--- config.mk ---
export PLATFORM = sky130hd
export DESIGN_NAME = irq_priority_encoder
export DESIGN_NICKNAME = d
export VERILOG_FILES = /design/src/rtl/irq_priority_encoder.sv
export SDC_FILE = /design/constraint.sdc
export NUM_CORES = 1
export LEC_CHECK = 0
export CAP_MARGIN = 20
export CORE_MARGIN = 1.5
export CORE_UTILIZATION = 25
export CTS_BUF_LIST = sky130_fd_sc_hd__clkbuf_4 sky130_fd_sc_hd__clkbuf_8 sky130_fd_sc_hd__clkbuf_16
export CTS_CLUSTER_SIZE = 16
export DETAILED_ROUTE_END_ITERATION = 8
export SYNTH_ARGS = -nofsm -noshare
export SYNTH_HDL_FRONTEND = slang
export SYNTH_SLANG_ARGS = --single-unit
--- constraint.sdc ---
create_clock -name clk -period 1.35 [get_ports clk]
set_input_delay 0.135 -clock clk [delete_from_list [all_inputs] [get_ports clk]]
set_output_delay 0.135 -clock clk [all_outputs]
set_load 0.05 [all_outputs]
--- src/rtl/irq_priority_encoder.sv ---
// ---------------------------------------------------------------------------
// irq_priority_encoder
//
// Collects N_REQ request lines into a sticky pending register, filters them
// with a per-line mask and presents the winning line index on a valid/ack
// handshake. The index feeds the control unit as a vector/opcode select.
//
// Ports:
//   clk          system clock, rising edge
//   rst_n        asynchronous active-low reset
//   req_in       request lines; a 1 on bit i sets pending[i] at the next edge
//   mask         per-line grant enable (1 = eligible)
//   out_ack      consumer accepts the presented code
//   out_valid    out_code holds a valid winning index
//   out_code     encoded index of the granted line
//   pending      current pending register (unmasked)
//   any_pending  OR-reduction of (pending & mask)
//
// Build option:
//   IRQ_PRIORITY_ROUND_ROBIN_EN  when defined, arbitration is round-robin:
//   the search starts one above the last acknowledged code and wraps. When
//   undefined, the highest eligible index always wins.
//
// N_REQ must equal 2**CODE_W so that index arithmetic wraps naturally.
// ---------------------------------------------------------------------------
module irq_priority_encoder #(
    parameter int CODE_W = 4,
    parameter int N_REQ  = 16
) (
    input  logic              clk,
    input  logic              rst_n,
    input  logic [N_REQ-1:0]  req_in,
    input  logic [N_REQ-1:0]  mask,
    input  logic              out_ack,
    output logic              out_valid,
    output logic [CODE_W-1:0] out_code,
    output logic [N_REQ-1:0]  pending,
    output logic              any_pending
);

    typedef enum logic {
        IDLE    = 1'b0,
        PRESENT = 1'b1
    } state_t;

    state_t              state_reg, state_next;
    logic [N_REQ-1:0]    pending_reg, pending_next;
    logic [CODE_W-1:0]   code_reg, code_next;
    logic [N_REQ-1:0]    clr;
    logic [N_REQ-1:0]    eligible;
    logic [CODE_W-1:0]   winner;
    logic                grant_taken;

    assign eligible    = pending_reg & mask;
    // An ack only counts while a code is actually being presented.
    assign grant_taken = (state_reg == PRESENT) && out_ack;

    // One-hot clear of the acknowledged line.
    generate
        for (genvar gi = 0; gi < N_REQ; gi++) begin : g_clr
            assign clr[gi] = grant_taken && (code_reg == CODE_W'(gi));
        end
    endgenerate

`ifdef IRQ_PRIORITY_ROUND_ROBIN_EN
    logic [CODE_W-1:0] last_grant_reg;
    logic [CODE_W-1:0] search_idx;

    always_ff @(posedge clk or negedge rst_n) begin
        if (!rst_n) begin
            last_grant_reg <= '0;
        end else if (grant_taken) begin
            last_grant_reg <= code_reg;
        end
    end

    // Walk offsets from N_REQ down to 1 so the smallest offset (the line just
    // above last_grant) is assigned last and therefore takes precedence.
    // Offset N_REQ wraps to last_grant itself, which has the lowest priority.
    always_comb begin
        winner     = '0;
        search_idx = '0;
        for (int k = N_REQ; k >= 1; k--) begin
            search_idx = last_grant_reg + CODE_W'(k);
            if (eligible[search_idx]) begin
                winner = search_idx;
            end
        end
    end
`else
    // Ascending scan: the highest eligible index is assigned last and wins.
    always_comb begin
        winner = '0;
        for (int i = 0; i < N_REQ; i++) begin
            if (eligible[i]) begin
                winner = CODE_W'(i);
            end
        end
    end
`endif

    // Set has precedence over clear, so a fresh request in the ack cycle
    // of the same line is kept.
    assign pending_next = (pending_reg & ~clr) | req_in;

    always_comb begin
        state_next = state_reg;
        code_next  = code_reg;
        case (state_reg)
            IDLE: begin
                if (|eligible) begin
                    code_next  = winner;
                    state_next = PRESENT;
                end
            end
            PRESENT: begin
                // code_reg is frozen here regardless of mask/pending changes.
                if (out_ack) begin
                    state_next = IDLE;
                end
            end
            default: begin
                state_next = IDLE;
            end
        endcase
    end

    always_ff @(posedge clk or negedge rst_n) begin
        if (!rst_n) begin
            state_reg   <= IDLE;
            pending_reg <= '0;
            code_reg    <= '0;
        end else begin
            state_reg   <= state_next;
            pending_reg <= pending_next;
            code_reg    <= code_next;
        end
    end

    assign out_valid   = (state_reg == PRESENT);
    assign out_code    = code_reg;
    assign pending     = pending_reg;
    assign any_pending = |eligible;

endmodule

==> summary.txt, run 1 <==
Critical path
  – Crit path kind: reg -> out
  – Crit path arrival time: 1.53 ns
  – Worst Path Buf+Inv: 1
  – CP Capture Type: output port
  – CP max stage delay: 0.41 ns
  – R2r endpoint: out_code[1]$_DFFE_PN0P_
  – Reg2Reg Depth: 6
  – Largest delay share family, worst path: simple AND/OR/NAND/NOR gates
  – Cells along the critical path: a22o_1, and4b_2, nand4_1, buf_6
  – R2R Setup Slk: -0.23 ns
  – CP Data Required Time: roughly 1.2 ns
  – Slowest cell on crit path: dfrtp_2
  – Worst-path fanout max: 2
  – Worst setup SP type: flip-flop
  – Worst reg2reg startpoint: pending[13]$_DFF_PN0_

STA
  – # setup viols final: 6
  – Final min period: 1.67 ns
  – Tcrit/Tclk final: 123%
  – Max Freq: 0.600 GHz
  – Worst slew pin tran: 0.343 ns
  – WHS: 0.214 ns
  – Final slew viol count: 0
  – Final Skew: 0.00481 ns
  – RSZ-0062 raised after global routing: true
  – Hold Vio Cnt, Final: 0
  – Max_slew headroom: 77.1%
  – Final WS setup: -0.317 ns

Synthesis
  – Post-synth cell types: 34
  – Netlist Area Pre-Place: 1090 sq um
  – Post-synthesis simple-gate area fraction: 22.2%
  – Post-synthesis adder-cell area fraction: 0%
  – Warnings from Yosys: 0
  – Syn_nets: 140
  – #FFs+latches synth: 21
  – Post-synthesis compound-gate area fraction: 28.6%
  – Largest family of logic cells by synthesized area: compound AO/OA/AOI/OAI gates
  – Mux share of post-synthesis cell area: 0%
  – Sequential area share after synthesis: 48.1%
  – Synth Instances: 105
  – Syn avg cell area: 10.4 sq um
  – Xor/xnor share of the synthesized area: 0%

Floorplanning
  – FP Rows: 23
  – I/O Pins: 57
  – Die area: 4770 sq um
  – Chip height: 69.1 um
  – Die width: approximately 69 um
  – Initial Utilization: around a quarter
  – Core area: 4090 sq um

Clock network
  – Num Clock Sinks: 21
  – CTS H-tree lvls: 1
  – CTS max path bufs: 2
  – Post-CTS Hold Fix Bufs: 0
  – CTS Buf Count: 3
  – Clk pin slew, worst setup/hold paths: 0.08 ns
  – CTS tree: built
  – Clk_lat worst skew: 0.26 ns
  – CTS root buf: clkbuf_8

Place
  – PortBufs: 56
  – Setup Slack @ Placement: -0.355 ns
  – DP HPWL: 3110 um
  – GPL Wtd Cong: approximately 0.84

Routing
  – Antenna Nets Post-Route: 0
  – Routed vias/inst: 5.01
  – Wire per inst: 15.6 um
  – # DRC: 0
  – Via count: 1253
  – DRT iter0 DRCs: 37
  – Final wirelength: 3910 um
  – Router iterations before antenna repair: 4

Final layout
  – ANT cells: 0
  – Area Growth Syn to Fin: 109%
  – Commonest cells after routing, fill and taps aside: buf_4, clkdlybuf4s50_1, buf_12
  – # nets final: 236
  – Share of layout cells above drive strength 1: 45.0%
  – Commonest non-fill, non-tap cell in the layout: buf_4
  – Max reg flops: 16

Power and ir drop
  – Net Sw Power: between 500 and 600 uW
  – Share of power burned in registers: 39.6%
  – Cell internal pwr: 1.20 mW
  – LEAKAGE: about 0.92 nW
  – Peak VDD IR: 0.000379 V
  – Combinational power share: 36.8%
  – Pwr Density: around 760 nW/um^2
  – Switching share of power: 31.4%
  – Clk pwr share: 23.6%

Min path
  – Hold Path Class: in -> async

Global routing
  – Initial antenna violation count: 0
  – First-pass GRT wire length: ~6400 um
  – Pin count of the biggest net entering global routing: 22
  – Vias in the first global route: 1347
  – Remaining global-route overflow: 0
  – Tot GR Track Use: 16.6%

Run status
  – Failing checks: setup timing
  – Status: finished, violations left

Run
  – Max Cap Viol: 0
how the worst max path moves through the flow:
stage                                         end                  start  slack [ns]  cells after the start
after CTS                             any_pending  pending[13]$_DFF_PN0_       -0.32                      4
after global placement                any_pending               mask[13]       -0.33                      5
after global routing                  any_pending  pending[13]$_DFF_PN0_       -0.39                      4
after floorplan               out_valid$_DFF_PN0_  pending[13]$_DFF_PN0_       -0.73                      4
final                                 any_pending  pending[13]$_DFF_PN0_       -0.32                      4
after detailed placement  out_code[1]$_DFFE_PN0P_               mask[13]       -0.35                      6
repair_timing:
action                     in CTS  in global routing
setup endpoints to repair       6                  9
setup buffers                   3                  2
pin swaps                       3                  4
gates resized for setup         4                  3
layer usage:
layer  global-route usage, %  routed length [um]  up-vias
met3                    4.53                 286        4
met5                       0                   0        -
li1                        -                   -      592
met4                    4.79                  27        0
met2                    29.3                2000       52
met1                    19.7                1590      605
synthesized netlist by cell type (all sizes together):
cell type  count  area share (%)
a21boi         1            0.69
a21o           2             1.4
a21oi          1            0.46
a222oi         1            0.92
a22o           2             1.6
a22oi          5             6.1
a31o           1            0.80
a31oi          1            0.57
a32o           1            0.92
a32oi          2             1.6
a41oi          1             2.5
and3b          1            0.80
and4b          1             1.0
clkbuf         2            0.69
dfrtp         21              48
inv            1            0.34
nand2         11             4.0
nand2b        16             9.2
nand3          4             1.8
nand4          4             2.3
nor2           4             1.4
nor3           1            0.46
nor3b          1            0.69
o211ai         2             1.4
o21a           2             1.4
o21ai          9             4.1
o22ai          1            0.57
o31ai          3             2.1
o41ai          2             1.6
or3            1            0.57
logic make-up after synthesis:
group           count (synthesis)
flops                          21
compound gates                 37
simple gates                   44
buf+inv                         3
layout make-up:
cell class | instances | area, sq um
inverters | 1 | 3.75
repair buffers | 93 | 1050
multi-input cells | 81 | 581
well taps | 50 | 62.6
clock inverters | 1 | 5.00
flip-flops and latches | 21 | 543
fillers | 361 | 1800
clock buffers | 3 | 41.3
power groups by stage:
stage	registers (mW)	logic, mW	clock network, mW
2_1_floorplan	0.807	0.133	0
3_3_place_gp	0.701	0.616	0
3_5_place_dp	0.702	0.622	0
4_1_cts	0.689	0.631	0.430
5_1_grt	0.693	0.677	0.455
6_report	0.690	0.642	0.412
per-stage QoR:
step | std cells | TNS [ns] | utilization, % | instance area (sq um) | power (mW)
floorplan | 105 | -2.98 | - | 1110 | 0.941
global placement | 241 | -2.41 | 53.2 | 2170 | 1.32
detailed placement | 241 | -2.82 | 53.2 | 2170 | 1.32
CTS | 248 | -1.09 | 55.1 | 2250 | 1.75
global route | 250 | -1.41 | 55.9 | 2280 | 1.83
finish | 250 | -1.05 | 55.9 | 2280 | 1.74
(Power assumes the default switching activity.)
==> run 2, diff against run 1 <==
--- a/config.mk
+++ b/config.mk
@@ -11,6 +11,7 @@
 export CTS_BUF_LIST = sky130_fd_sc_hd__clkbuf_4 sky130_fd_sc_hd__clkbuf_8 sky130_fd_sc_hd__clkbuf_16
 export CTS_CLUSTER_SIZE = 16
 export DETAILED_ROUTE_END_ITERATION = 8
+export MAX_ROUTING_LAYER = met4
 export SYNTH_ARGS = -nofsm -noshare
 export SYNTH_HDL_FRONTEND = slang
 export SYNTH_SLANG_ARGS = --single-unit
==> run 2 against run 1 <==
  * The run still ends with setup timing left
  * Non-clock buffer count fell by 1
  * Final area decreased by 0.11%
  * Total power about the same
  * Critical endpoint unchanged
==> summary.txt, run 2 (synthesis gave the netlist of run 1 again) <==
Run status
  – Status: finished, violations left
  – Failing checks: setup timing

Floorplanning
  – Core area: 4090 sq um (unchanged)
  – FP Rows: 23 (unchanged)
  – Initial Utilization: 26.7% (unchanged)
  – I/O Pins: 57 (unchanged)
  – Chip height: 69.1 um (unchanged)
  – Die width: 69.1 um (unchanged)
  – Die area: 4770 sq um (unchanged)

Critical path
  – Worst-path fanout max: 2 (unchanged)
  – Worst setup SP type: flip-flop
  – R2R Setup Slk: -0.21 ns (+0.02 ns)
  – Worst reg2reg startpoint: pending[13]$_DFF_PN0_
  – CP Capture Type: output port
  – CP Data Required Time: 1.22 ns (about the same)
  – Reg2Reg Depth: 6 (unchanged)
  – Crit path kind: reg -> out
  – R2r endpoint: out_code[1]$_DFFE_PN0P_
  – Crit path arrival time: 1.55 ns (+0.02 ns)

Place
  – DP HPWL: 3090 um (-0.76%)
  – GPL Wtd Cong: 0.855 (+1.5%)
  – PortBufs: 56 (unchanged)

Global routing
  – Remaining global-route overflow: 0 (unchanged)
  – Vias in the first global route: 1359 (+0.89%)
  – Pin count of the biggest net entering global routing: 22 (unchanged)
  – Initial antenna violation count: 0 (unchanged)
  – First-pass GRT wire length: 6430 um (+0.97%)
  – Tot GR Track Use: 17.3% (+0.66 points)

Final layout
  – # fillers: 341 (-5.5%)
  – # nets final: 235 (-0.42%)
  – Commonest cells after routing, fill and taps aside: buf_4, clkdlybuf4s50_1, buf_12
  – Commonest non-fill, non-tap cell in the layout: buf_4
  – ANT cells: 0 (unchanged)
  – Area Growth Syn to Fin: 109%
  – Post-layout util: 55.8% (-0.061 points)
  – Share of layout cells above drive strength 1: 44.2% (-0.78 points)
  – Max reg flops: 16 (unchanged)

Routing
  – Routed vias/inst: 4.93 (-1.7%)
  – Via count: 1227 (-2.1%)
  – # DRC: 0 (unchanged)
  – DRT iter0 DRCs: 39 (+5.4%)
  – Antenna Nets Post-Route: 0 (unchanged)
  – Wire per inst: 15.6 um (-0.50%)
  – Router iterations before antenna repair: 4 (unchanged)
  – Final wirelength: 3870 um (-0.90%)

Clock network
  – CTS max path bufs: 2 (unchanged)
  – CTS tree: built
  – Num Clock Sinks: 21 (unchanged)
  – Post-CTS Hold Fix Bufs: 0 (unchanged)
  – Clk_lat worst skew: 0.26 ns (about the same)
  – CTS Buf Count: 3 (unchanged)
  – CTS root buf: clkbuf_8
  – Clk pin slew, worst setup/hold paths: 0.08 ns (about the same)
  – CTS H-tree lvls: 1 (unchanged)

Power and ir drop
  – Peak VDD IR: 0.000507 V (+34%)
  – Total power: 1.74 mW (about the same)
  – Pwr Density: 764 nW/um^2 (about the same)
  – LEAKAGE: 0.934 nW (+1.2%)

STA
  – WHS: 0.210 ns (-0.00390 ns)
  – Max Freq: 0.594 GHz (-0.98%)
  – Final min period: 1.68 ns (+0.0166 ns)
  – Tcrit/Tclk final: 125% (+1.2 points)
  – RSZ-0062 raised after global routing: true
  – Worst slew pin tran: 0.351 ns (+0.00791 ns)
  – # setup viols final: 6 (unchanged)
  – Max_slew headroom: 76.6% (-0.53 points)
  – Final Skew: 0.00742 ns (+0.00261 ns)
  – Final WS setup: -0.334 ns (-0.0166 ns)
  – Setup TNS: -1.27 ns (-0.229 ns)
  – Hold Vio Cnt, Final: 0 (unchanged)
  – Final slew viol count: 0 (unchanged)

Run
  – Max Cap Viol: 0 (unchanged)

Min path
  – Hold Path Class: in -> async
-- run 2: changes by cell type in the layout (fill, tap and decap cells not counted) --
cell             change
buf_6                +1
dlymetal6s2s_1       +2
dlygate4sd2_1        -1
buf_4                -2
or3_1                +1
clkdlybuf4s50_1      -1
or3_4                -1
-- run 2: per-layer routing --
layer | global-route usage, % | part of all wire (%)
met1 | 20.9 | 41
met2 | 29.0 | 50
met3 | 3.07 | 7.1
met4 | 6.10 | 1.8
met5 | - | 0
-- run 2: area by class of cell --
cell class,count,area [sq um],share of cell area (%)
flip-flops and latches,21,543,23.8
well taps,50,62.6,2.74
clock inverters,1,5.00,0.219
repair buffers,92,1050,46.1
inverters,1,3.75,0.164
multi-input cells,81,576,25.2
clock buffers,3,41.3,1.81
-- run 2: report_power, final --
part	internal [mW]	switching, mW	leakage, nW
clock network	0.206	0.215	0.0255
registers	0.661	0.0297	0.188
logic	0.327	0.305	0.720
-- run 2: critical path, cell delays in order, from the launching register on --
cell     delay, ns
dfrtp_2       0.41
a22o_1        0.23
and4b_2       0.29
nand4_1       0.15
buf_6         0.21
-- run 2: repair_timing --
| item | 4_1_cts | 5_1_grt |
|---|---|---|
| gates resized for setup | 3 | 5 |
| setup endpoints to repair | 6 | 8 |
| pin swaps | 4 | 2 |
| buffers inserted | 3 | 2 |
-- run 2: metrics by stage --
stage	std cells	cell area, sq um	worst slack [ns]
global placement	241	2170	-0.332
global route	249	2280	-0.410
CTS	248	2250	-0.319
floorplan	105	1110	-0.728
detailed placement	241	2170	-0.337
finish	249	2280	-0.334
-- run 2: how the worst max path moves through the flow --
stage / from / end / slack, ns / cells after the start
2_1_floorplan: pending[13]$_DFF_PN0_ / out_valid$_DFF_PN0_ / -0.73 / 4
3_3_place_gp: mask[13] / any_pending / -0.33 / 5
3_5_place_dp: mask[5] / out_code[1]$_DFFE_PN0P_ / -0.34 / 6
4_1_cts: pending[13]$_DFF_PN0_ / any_pending / -0.32 / 4
5_1_grt: pending[5]$_DFF_PN0_ / any_pending / -0.41 / 4
6_report: pending[13]$_DFF_PN0_ / any_pending / -0.33 / 4
==> run 3, diff against run 2 <==
==> constraint.sdc (replaced) <==
create_clock -name clk -period 1.5 [get_ports clk]
set_input_delay 0.15 -clock clk [delete_from_list [all_inputs] [get_ports clk]]
set_output_delay 0.15 -clock clk [all_outputs]
set_load 0.05 [all_outputs]
==> run 3 against run 2 <==
  * The run still ends with setup timing left
  * Cell count down 4.0%
  * Wire length down 2.4%
  * Highest routed layer unchanged
  * Critical endpoint unchanged
  * Clock-buffer cell count up 1
  * Sequential power down 11%
  * Sequential share of layout area up 3.1 points
  * Critical path type unchanged
  * Clock power down 5.7%
==> summary.txt, run 3 (synthesis gave the netlist of run 1 again) <==
Run status
  – Status: finished, violations left
  – Failing checks: setup timing

Floorplanning
  – Die width: 69.1 um (unchanged)
  – Die area: 4770 sq um (unchanged)
  – I/O Pins: 57 (unchanged)
  – Initial Utilization: 26.7% (unchanged)
  – Chip height: 69.1 um (unchanged)
  – Core area: 4090 sq um (unchanged)
  – FP Rows: 23 (unchanged)

STA
  – WHS: 0.232 ns (+0.0219 ns)
  – Final WS setup: -0.242 ns (+0.0917 ns)
  – Final min period: 1.74 ns
  – Tcrit/Tclk final: 116%
  – Final Skew: 0.00101 ns (-0.00641 ns)
  – RSZ-0062 raised after global routing: true
  – Max_slew headroom: 79.1% (+2.5 points)
  – # setup viols final: 4 (-2)
  – Hold Vio Cnt, Final: 0 (unchanged)
  – Worst slew pin tran: 0.313 ns (-0.0380 ns)
  – Final slew viol count: 0 (unchanged)
  – Max Freq: 0.574 GHz

Clock network
  – CTS tree: built
  – Num Clock Sinks: 21 (unchanged)
  – Clk_lat worst skew: 0.26 ns (about the same)
  – CTS root buf: clkbuf_8
  – CTS max path bufs: 2 (unchanged)
  – Clk pin slew, worst setup/hold paths: 0.08 ns (about the same)
  – CTS Buf Count: 3 (unchanged)
  – CTS H-tree lvls: 1 (unchanged)

Routing
  – Router iterations before antenna repair: 4 (unchanged)
  – Final wirelength: 3780 um (-2.4%)
  – Via count: 1172 (-4.5%)
  – DRT iter0 DRCs: 43 (+10%)
  – # DRC: 0 (unchanged)
  – Routed vias/inst: 4.90 (-0.49%)
  – Antenna Nets Post-Route: 0 (unchanged)
  – Wire per inst: 15.8 um (+1.7%)

Global routing
  – Remaining global-route overflow: 0 (unchanged)
  – First-pass GRT wire length: 5990 um (-6.9%)
  – Initial antenna violation count: 0 (unchanged)
  – Vias in the first global route: 1262 (-7.1%)
  – Pin count of the biggest net entering global routing: 22 (unchanged)
  – Tot GR Track Use: 16.2% (-1.1 points)

Power and ir drop
  – Pwr Density: 769 nW/um^2 (+0.71%)
  – Peak VDD IR: 0.000420 V (-17%)
  – LEAKAGE: 0.771 nW (-17%)

Place
  – DP HPWL: 2900 um (-5.9%)
  – PortBufs: 56 (unchanged)
  – GPL Wtd Cong: 0.869 (+1.6%)

Final layout
  – Share of layout cells above drive strength 1: 41.3% (-3.0 points)
  – Max reg flops: 16 (unchanged)
  – Commonest non-fill, non-tap cell in the layout: buf_4
  – ANT cells: 0 (unchanged)
  – Post-layout util: 49.2% (-6.6 points)
  – Commonest cells after routing, fill and taps aside: buf_4, clkdlybuf4s50_1, nand2b_1
  – Area Growth Syn to Fin: 84.1%
  – # nets final: 225 (-4.3%)

Critical path
  – CP Data Required Time: 1.35 ns (+0.13 ns)
  – Worst-path fanout max: 3 (+1)
  – CP Capture Type: output port
  – Crit path kind: reg -> out
  – Worst setup SP type: flip-flop
  – Crit path arrival time: 1.59 ns (+0.04 ns)

Min path
  – Hold Path Class: in -> async

Run
  – Max Cap Viol: 0 (unchanged)
## run 3: worst max-delay path: stages, from the launching register on
cell,delay [ns]
dfrtp_2,0.42
a22o_4,0.27
and4b_2,0.28
nand4_1,0.15
buf_6,0.20
## run 3: final timing paths
| check | from | depth (start not counted) | slack (ns) | to |
|---|---|---|---|---|
| setup / recovery | pending[13]$_DFF_PN0_ | 4 | -0.24 | any_pending |
| hold / removal | rst_n | 2 | 0.23 | pending[2]$_DFF_PN0_ |
| setup reg to reg | pending[13]$_DFF_PN0_ | 6 | -0.13 | out_code[1]$_DFFE_PN0P_ |
| hold reg to reg | pending[0]$_DFF_PN0_ | 1 | 0.52 | pending[0]$_DFF_PN0_ |
| max in group asynchronous | rst_n | 2 | 1.02 | pending[7]$_DFF_PN0_ |
| min in group clk | req_in[6] | 2 | 0.43 | pending[6]$_DFF_PN0_ |
## run 3: through the flow
stage / setup WS, ns / area (sq um) / total power, mW / TNS, ns / cells
6_report: -0.242 / 2010 / 1.55 / -0.541 / 239
2_1_floorplan: -0.578 / 1110 / 0.845 / -1.23 / 105
3_3_place_gp: -0.234 / 1900 / 1.14 / -1.05 / 232
5_1_grt: -0.277 / 2010 / 1.61 / -0.779 / 239
4_1_cts: -0.222 / 1970 / 1.55 / -0.298 / 238
3_5_place_dp: -0.238 / 1900 / 1.15 / -1.17 / 232
## run 3: metal layers
layer,vias up,global-route usage (%),routed length [um]
met5,-,-,0
met3,5,2.49,202
met4,0,5.88,44
met1,547,21.8,1730
li1,568,-,-
met2,52,24.7,1800
## run 3: what timing repair did
| action | in CTS | in global routing |
|---|---|---|
| pin swaps | 3 | 6 |
| hold buffers | 0 | 0 |
| setup buffers | 2 | 1 |
| hold endpoints to repair | 0 | 0 |
| gates resized for setup | 2 | 6 |
| setup endpoints to repair | 2 | 5 |
## run 3: report_power, final
group	internal, mW	switching (mW)	leakage (nW)	total [mW]
Sequential	0.594	0.0237	0.190	0.617
Clock	0.207	0.188	0.0262	0.396
Combinational	0.260	0.274	0.555	0.534
## run 3: final cells by class
cell class / instances / area [sq um]
Clock buffer: 4 / 48.8
Timing Repair Buffer: 82 / 771
Tap cell: 50 / 62.6
Inverter: 1 / 3.75
Multi-Input combinational cell: 81 / 584
Fill cell: 383 / 2080
Sequential cell: 21 / 541
